`config.mk`:
```
export PLATFORM = sky130hd
export DESIGN_NAME = ram_fifo_ctrl
export DESIGN_NICKNAME = d
export VERILOG_FILES = /design/src/rtl/ram_pkg.sv /design/src/rtl/ram_fifo_obuf.sv /design/src/rtl/ram_fifo_ctrl.sv
export SDC_FILE = /design/constraint.sdc
export NUM_CORES = 1
export LEC_CHECK = 0
export ABC_AREA = 1
export CORE_ASPECT_RATIO = 2
export CORE_MARGIN = 10
export CORE_UTILIZATION = 46
export DETAILED_ROUTE_END_ITERATION = 8
export MAX_ROUTING_LAYER = met4
export PLACE_DENSITY_LB_ADDON = 0.3
export SLEW_MARGIN = 0
export SYNTH_ARGS = -nofsm -noshare
export SYNTH_HDL_FRONTEND = slang
export SYNTH_SLANG_ARGS = --single-unit
```
`constraint.sdc`:
```
create_clock -name clk -period 2.3 [get_ports clk]
set_input_delay 0.46 -clock clk [delete_from_list [all_inputs] [get_ports clk]]
set_output_delay 0.46 -clock clk [all_outputs]
set_load 0.05 [all_outputs]
```
`src/rtl/ram_pkg.sv`:
```
// Shared constants and types for the RAM-backed FIFO controller.
package ram_pkg;
  localparam int DATA_W = 8;
  localparam int ADDR_W = 6;
  localparam int DEPTH  = 2 ** ADDR_W;

  typedef enum logic {
    RR_WRITE = 1'b0,
    RR_READ  = 1'b1
  } rr_t;
endpackage

```
`src/rtl/ram_fifo_obuf.sv`:
```
// Two-entry output skid buffer: captured RAM words in, valid/ready stream out.
module ram_fifo_obuf
  import ram_pkg::*;
(
  input  logic              clk,
  input  logic              rst,
  input  logic              i_push,
  input  logic [DATA_W-1:0] i_push_data,
  input  logic              i_pop_ready,
  output logic [DATA_W-1:0] o_data,
  output logic              o_valid,
  output logic [1:0]        o_occ
);
  logic [DATA_W-1:0] r_head_data;
  logic              r_head_valid;
  logic [DATA_W-1:0] r_tail_data;
  logic              r_tail_valid;
  logic              w_pop;

  assign w_pop = r_head_valid && i_pop_ready;

  // The head register is the output, so out_data/out_valid come straight from flops.
  always_ff @(posedge clk or posedge rst) begin
    if (rst) begin
      r_head_data  <= '0;
      r_head_valid <= 1'b0;
      r_tail_data  <= '0;
      r_tail_valid <= 1'b0;
    end else if (w_pop) begin
      if (r_tail_valid) begin
        r_head_data  <= r_tail_data;
        r_head_valid <= 1'b1;
      end else if (i_push) begin
        r_head_data  <= i_push_data;
        r_head_valid <= 1'b1;
      end else begin
        r_head_valid <= 1'b0;
      end
      if (r_tail_valid && i_push) begin
        r_tail_data  <= i_push_data;
        r_tail_valid <= 1'b1;
      end else begin
        r_tail_valid <= 1'b0;
      end
    end else if (i_push) begin
      if (!r_head_valid) begin
        r_head_data  <= i_push_data;
        r_head_valid <= 1'b1;
      end else begin
        r_tail_data  <= i_push_data;
        r_tail_valid <= 1'b1;
      end
    end
  end

  assign o_data  = r_head_data;
  assign o_valid = r_head_valid;
  assign o_occ   = {1'b0, r_head_valid} + {1'b0, r_tail_valid};
endmodule

```
`src/rtl/ram_fifo_ctrl.sv`:
```
// FIFO controller using an external 64x8 single-port synchronous RAM as storage,
// with round-robin write/read arbitration and a 2-entry output buffer.
module ram_fifo_ctrl
  import ram_pkg::*;
(
  input  logic              clk,
  input  logic              rst,
  input  logic [DATA_W-1:0] in_data,
  input  logic              in_valid,
  output logic              in_ready,
  output logic [DATA_W-1:0] out_data,
  output logic              out_valid,
  input  logic              out_ready,
  output logic [ADDR_W:0]   count,
  output logic              full,
  output logic              empty,
  output logic [DATA_W-1:0] ram_data,
  output logic              ram_r,
  output logic [ADDR_W-1:0] ram_address,
  output logic              ram_en,
  input  logic [DATA_W-1:0] ram_out
);
  localparam logic [ADDR_W:0] CNT_DEPTH = (ADDR_W + 1)'(DEPTH);

  logic [ADDR_W-1:0] r_wr_ptr;
  logic [ADDR_W-1:0] r_rd_ptr;
  logic [ADDR_W:0]   r_ram_cnt;
  logic              r_inflight;
  rr_t               r_rr;
  rr_t               w_rr_next;
  logic [1:0]        w_occ;
  logic [2:0]        w_pending;
  logic              w_wr_elig;
  logic              w_rd_elig;
  logic              w_wr_req;
  logic              w_wr_grant;
  logic              w_rd_grant;

  assign w_pending = {1'b0, w_occ} + {2'b00, r_inflight};
  assign w_wr_elig = r_ram_cnt < CNT_DEPTH;
  assign w_rd_elig = (r_ram_cnt != '0) && (w_pending < 3'd2);
  assign w_wr_req  = in_valid && w_wr_elig;

  // Grants are masked during reset so the RAM never sees an enable while rst is high.
  always_comb begin
    w_wr_grant  = 1'b0;
    w_rd_grant  = 1'b0;
    in_ready    = 1'b0;
    w_rr_next   = r_rr;
    ram_en      = 1'b0;
    ram_r       = 1'b0;
    ram_address = '0;
    ram_data    = '0;
    if (!rst) begin
      in_ready   = w_wr_elig && !(w_rd_elig && r_rr == RR_READ);
      w_wr_grant = w_wr_req && !(w_rd_elig && r_rr == RR_READ);
      w_rd_grant = w_rd_elig && !(w_wr_req && r_rr == RR_WRITE);
      if (w_wr_req && w_rd_elig) begin
        w_rr_next = (r_rr == RR_WRITE) ? RR_READ : RR_WRITE;
      end
      if (w_wr_grant) begin
        ram_en      = 1'b1;
        ram_address = r_wr_ptr;
        ram_data    = in_data;
      end else if (w_rd_grant) begin
        ram_en      = 1'b1;
        ram_r       = 1'b1;
        ram_address = r_rd_ptr;
      end
    end
  end

  always_ff @(posedge clk or posedge rst) begin
    if (rst) begin
      r_wr_ptr   <= '0;
      r_rd_ptr   <= '0;
      r_ram_cnt  <= '0;
      r_inflight <= 1'b0;
      r_rr       <= RR_WRITE;
    end else begin
      r_rr       <= w_rr_next;
      r_inflight <= w_rd_grant;
      if (w_wr_grant) begin
        r_wr_ptr  <= r_wr_ptr + 1'b1;
        r_ram_cnt <= r_ram_cnt + 1'b1;
      end else if (w_rd_grant) begin
        r_rd_ptr  <= r_rd_ptr + 1'b1;
        r_ram_cnt <= r_ram_cnt - 1'b1;
      end
    end
  end

  // RAM read data is valid only the cycle after the grant; capture it then.
  ram_fifo_obuf u_obuf (
    .clk         (clk),
    .rst         (rst),
    .i_push      (r_inflight),
    .i_push_data (ram_out),
    .i_pop_ready (out_ready),
    .o_data      (out_data),
    .o_valid     (out_valid),
    .o_occ       (w_occ)
  );

  assign count = r_ram_cnt + (ADDR_W + 1)'(r_inflight) + (ADDR_W + 1)'(w_occ);
  assign full  = r_ram_cnt == CNT_DEPTH;
  assign empty = count == '0;
endmodule

```
==> impl_metrics.env, run 1 <==
export IMPL_run_status="finished with violations"
export IMPL_violations="negative setup slack"
export IMPL_num_rows=38
export IMPL_min_path_type="reg2reg"
export IMPL_yosysTopAreaCell="dfrtp_1"
export IMPL_ys_async_sr_fraction=1.00
export IMPL_rsz0062_at_grt="true"
export IMPL_hold_viol_final=0
export IMPL_clockBufferDepth=2
export IMPL_top_layer="met4"
export IMPL_setup_violations=30
export IMPL_synthTopCellsByArea="dfrtp_1, nand2_1, inv_1"
export IMPL_grt_pass1_wl_mm=10.8
export IMPL_vias_per_cell=5.00
export IMPL_syn_area_per_cell_um2=8.76
export IMPL_routed_via_count=2260
export IMPL_ff_latch_area_um2=977
export IMPL_cts_buffers=5
export IMPL_post_drt_wl_per_cell_um=14.5
export IMPL_grt_usage=0.151
export IMPL_synth_edff_count=0
export IMPL_start_util=0.468
export IMPL_netlist_area_mm2=0.00251
export IMPL_die_y_um=125
export IMPL_post_route_drc_count=0
export IMPL_post_dp_hpwl_mm=4.86
export IMPL_grt_ovfl_total=0
export IMPL_slew_violations=0
export IMPL_n_fill_cell=342
export IMPL_grt_max_degree=22
export IMPL_yosys_area_top_type_share=0.388
export IMPL_finClkSkew_ns=0.00692
export IMPL_layout_setup_ws_ns=-0.649
export IMPL_clockRootBuffer="clkbuf_8"
export IMPL_totalWireLength_mm=6.54
export IMPL_ys_warnings_count=0
export IMPL_cts_max_level=2
export IMPL_clk_pin_slew_ns=0.08
export IMPL_ios=55
export IMPL_finalCritPeriodShare=1.28
export IMPL_wl_met2_mm=3.72
export IMPL_worst_pin_slew_ns=0.504
export IMPL_maxSlewHeadroom=0.663
export IMPL_io_buffers=54
export IMPL_coreArea_mm2=0.00537
export IMPL_synth_ff_type="dfrtp_1"
export IMPL_crit_type="reg2out"
export IMPL_endpoint_kind="primary output"
export IMPL_area_growth_pct=65.1
export IMPL_multi_input_area_mm2=0.00159
export IMPL_maxCapViolations=0
export IMPL_fp_dieW_um=72.3
export IMPL_wl_met1_mm=2.31
export IMPL_period_minus_slack_ns=2.95
export IMPL_final_cell_mix="nand2_1, dfrtp_1, inv_1"
export IMPL_worstPathRequired_ns=1.84
export IMPL_layout_drive_gt1_share=0.416
export IMPL_grt_antenna_before_repair=0
export IMPL_met3_length_um=314
export IMPL_detail_route_iter0_violations=79
export IMPL_firstDrtPassIters=4
export IMPL_clk_latency_ns=0.30
export IMPL_grt_pass1_vias=2399
export IMPL_fin_nets=423
export IMPL_syn_inst=287
export IMPL_fin_setup_tns_ns=-9.81
export IMPL_layout_commonest_cell="nand2_1"
export IMPL_antenna_cells=0
export IMPL_clock_sinks=39
export IMPL_cts_tree="done"
export IMPL_cp_arrival_ns=2.49
export IMPL_clock_fmax_ghz=0.339
export IMPL_ys_types=37
export IMPL_synth_seq_area_share=0.388
export IMPL_ys_ff_latch=39
export IMPL_antenna_left=0
export IMPL_syn_num_nets=319
export IMPL_dieArea_mm2=0.00900
export IMPL_cp_start_kind="register"
export IMPL_gp_congestion=0.852
export IMPL_critPathMaxFanout=2
==> routing by layer <==
metal | up-vias | global-route usage
met5 | - | -
met4 | 0 | 0.0676
met3 | 16 | 0.0407
met2 | 63 | 0.271
met1 | 1063 | 0.141
li1 | 1118 | -
==> worst paths after layout <==
check	start	end	slack (ns)	depth (start not counted)
max	u_obuf.o_valid	empty	-0.65	10
min	u_obuf.o_data[1]	u_obuf.o_data[1]	0.49	1
max in group asynchronous	rst	u_obuf.o_valid	1.30	4
min in group asynchronous	rst	r_rd_ptr[3]	0.72	4
max reg2reg	u_obuf.r_tail_valid	r_ram_cnt[4]	-0.32	16
min reg2reg	u_obuf.o_data[1]	u_obuf.o_data[1]	0.49	1
==> area by class of cell <==
| type | instances | area share |
|---|---|---|
| repair buffers | 105 | 0.288 |
| flip-flops and latches | 39 | 0.235 |
| inverters | 51 | 0.0488 |
| well taps | 60 | 0.0181 |
| clock inverters | 3 | 0.0105 |
| clock buffers | 5 | 0.0166 |
| multi-input cells | 189 | 0.382 |
==> state kept, by name, indices dropped and copies added, names as in the netlist <==
signal	count
u_obuf.r_tail_data	8
u_obuf.o_valid	1
r_ram_cnt	7
u_obuf.r_tail_valid	1
r_inflight	1
r_rr	1
r_wr_ptr	6
r_rd_ptr	6
u_obuf.o_data	8
==> kinds of logic after synthesis <==
| family | after synthesis | synth area share |
|---|---|---|
| DFF | 39 | 0.388 |
| AOI/OAI and AO/OA | 54 | 0.149 |
| and+or+nand+nor | 105 | 0.221 |
| buffers and inverters | 59 | 0.110 |
| xor gates and xnor gates | 18 | 0.0627 |
| adders and majority gates | 12 | 0.0687 |
==> synthesized netlist by cell type, types with 2 or more instances <==
master,n
o211ai_1,8
nand3_1,9
nand2_1,52
o21ai_2,3
nor3_1,5
xor2_1,16
o21ai_0,8
xnor2_1,2
nor2_4,10
nand2_2,5
nor2_1,14
a21oi_1,12
a21boi_4,2
inv_1,42
ha_1,9
buf_8,2
nand4_1,2
o22ai_1,5
inv_2,7
buf_4,2
fa_1,3
o21a_1,8
dfrtp_1,39
nand2_4,4
o21ai_1,6
==> through the flow <==
step | area [um2] | setup WS, ns | cells | hold WS [ns] | util
finish | 4150 | -0.649 | 452 | 0.492 | 0.773
global route | 4150 | -0.768 | 452 | 0.520 | 0.773
CTS | 4000 | -0.641 | 444 | 0.499 | 0.745
detailed placement | 3680 | -0.418 | 430 | 0.479 | 0.686
global placement | 3680 | -0.381 | 430 | 0.472 | 0.686
floorplan | 2730 | -0.816 | 287 | 0.445 | -
==> worst max-delay path, cell delays in order (launching register included) <==
cell and delay [ns]:
dfrtp_2 0.43, ha_4 0.28, fa_2 0.21, inv_2 0.04, fa_2 0.35, buf_6 0.14, xnor2_4 0.12, nor3_2 0.18
nand3b_1 0.13, nor3_4 0.16, buf_12 0.16
==> repair_timing <==
action,in CTS,in global routing
pin swaps,14,12
setup endpoints to repair,24,30
hold buffers,0,0
resized for setup,37,25
buffers inserted,6,10
Power of run 1 is not shown: default switching activity piles up to over one toggle a cycle in this logic, so the estimate is an artifact.
==> inputs of run 2 (changes only) <==
--- a/config.mk
+++ b/config.mk
@@ -12,6 +12,7 @@
 export DETAILED_ROUTE_END_ITERATION = 8
 export MAX_ROUTING_LAYER = met4
 export PLACE_DENSITY_LB_ADDON = 0.3
+export SETUP_SLACK_MARGIN = 0.2
 export SLEW_MARGIN = 0
 export SYNTH_ARGS = -nofsm -noshare
 export SYNTH_HDL_FRONTEND = slang
==> impl_metrics.env, run 2 (synthesis gave the netlist of run 1 again) <==
export IMPL_crit_chain="ha_4 > fa_2 > inv_2 > fa_2 > clkinvlp_4 > nor3_2 > nand3b_1 > nor3_4 > buf_12"
export IMPL_dieArea_mm2=0.00900
export IMPL_clock_fmax_ghz=0.325
export IMPL_die_y_um=125
export IMPL_grt_ovfl_total=0
export IMPL_whs_ns=0.491
export IMPL_firstDrtPassIters=4
export IMPL_final_cells=459
export IMPL_layout_setup_ws_ns=-0.780
export IMPL_setup_violations=31
export IMPL_clk_pin_slew_ns=0.08
export IMPL_grt_pass1_vias=2623
export IMPL_clockBufferDepth=2
export IMPL_ios=55
export IMPL_routed_via_count=2428
export IMPL_area_growth_pct=75.1
export IMPL_crit_type="reg2out"
export IMPL_cts_buffers=5
export IMPL_endpoint_kind="primary output"
export IMPL_cp_arrival_ns=2.62
export IMPL_clockRootBuffer="clkbuf_8"
export IMPL_worstPathRequired_ns=1.84
export IMPL_final_cell_mix="nand2_1, dfrtp_1, inv_1"
export IMPL_worst_pin_slew_ns=0.515
export IMPL_min_path_type="reg2reg"
export IMPL_fin_setup_tns_ns=-11.08
export IMPL_layout_drive_gt1_share=0.459
export IMPL_vias_per_cell=5.29
export IMPL_layout_commonest_cell="nand2_1"
export IMPL_grt_max_degree=22
export IMPL_cts_tree="done"
export IMPL_dp_cells=426
export IMPL_rsz0062_at_grt="true"
export IMPL_totalWireLength_mm=8.14
export IMPL_finClkSkew_ns=0.00505
export IMPL_finalCritPeriodShare=1.34
export IMPL_grt_usage=0.173
export IMPL_antenna_left=0
export IMPL_place_ws_ns=-0.438
export IMPL_slew_violations=0
export IMPL_maxCapViolations=0
export IMPL_fp_dieW_um=72.3
export IMPL_violations="negative setup slack"
export IMPL_cp_start_kind="register"
export IMPL_run_status="finished with violations"
export IMPL_gp_congestion=0.828
export IMPL_cts_max_level=2
export IMPL_clk_latency_ns=0.30
export IMPL_hold_viol_final=0
export IMPL_detail_route_iter0_violations=99
export IMPL_clock_sinks=39
export IMPL_io_buffers=54
export IMPL_crit_slowest_cell="fa_2"
export IMPL_critPathMaxFanout=2
export IMPL_coreArea_mm2=0.00537
export IMPL_period_minus_slack_ns=3.08
export IMPL_grt_pass1_wl_mm=12.4
export IMPL_grt_antenna_before_repair=0
export IMPL_max_stage_delay_ns=0.54
export IMPL_post_route_drc_count=0
export IMPL_post_dp_hpwl_mm=5.08
export IMPL_post_drt_wl_per_cell_um=17.7
export IMPL_maxSlewHeadroom=0.656
export IMPL_antenna_cells=0
export IMPL_start_util=0.468
export IMPL_path_common_cell="fa_2"
export IMPL_fin_nets=430
export IMPL_num_rows=38
==> run 2: cell types whose count changed in the layout (fill, tap and decap cells not counted), sizes merged <==
| cell | delta |
|---|---|
| bufinv | -1 |
| clkinvlp | +1 |
| clkinv | -2 |
| clkdlybuf4s50 | -1 |
| dlymetal6s2s | +1 |
| clkbuf | +2 |
| buf | +7 |
==> run 2: layout make-up <==
type,count,area (um2)
Multi-Input combinational cell,189,1700
Timing Repair Buffer,112,1340
Sequential cell,39,977
Fill cell,291,968
Inverter,51,208
Clock buffer,7,96.3
Tap cell,60,75.1
Clock inverter,1,7.51
==> run 2: repair_timing <==
action	in CTS	in global routing
gates resized for setup	52	35
pin swaps	29	32
hold buffers	0	0
setup endpoints to repair	32	34
buffers inserted	15	8
cloned	2	0
==> run 2: critical path: cells and delay by family (launching register included) <==
| kind | cells | cell delay, ns |
|---|---|---|
| DFF | 1 | 0.42 |
| adders and majority gates | 3 | 1.03 |
| buffers and inverters | 3 | 0.29 |
| and+or+nand+nor | 3 | 0.58 |
==> run 2: worst paths after layout <==
path	startpoint	end	slack (ns)	depth (start not counted)
max	u_obuf.r_tail_valid	empty	-0.78	9
min	u_obuf.o_data[0]	u_obuf.o_data[0]	0.49	1
max reg2reg	u_obuf.o_valid	r_ram_cnt[2]	-0.33	15
min reg2reg	u_obuf.o_data[0]	u_obuf.o_data[0]	0.49	1
max in group asynchronous	rst	u_obuf.o_data[0]	1.34	3
min in group asynchronous	rst	r_ram_cnt[6]	0.73	3
==> run 2: per-layer routing <==
layer	part of all wire	vias up	track usage	routed length, um
li1	-	1134	-	-
met1	0.33	1187	0.159	2720
met2	0.58	79	0.314	4690
met3	0.053	28	0.0415	430
met4	0.037	0	0.0871	302
met5	0	-	-	0
==> run 2: per-stage QoR <==
stage                      util  area (um2)
after floorplan               -        2820
after global placement    0.695        3730
after detailed placement  0.695        3730
after CTS                 0.785        4220
after global routing      0.820        4400
final                     0.820        4400
Power of run 2 is left out for the same reason.
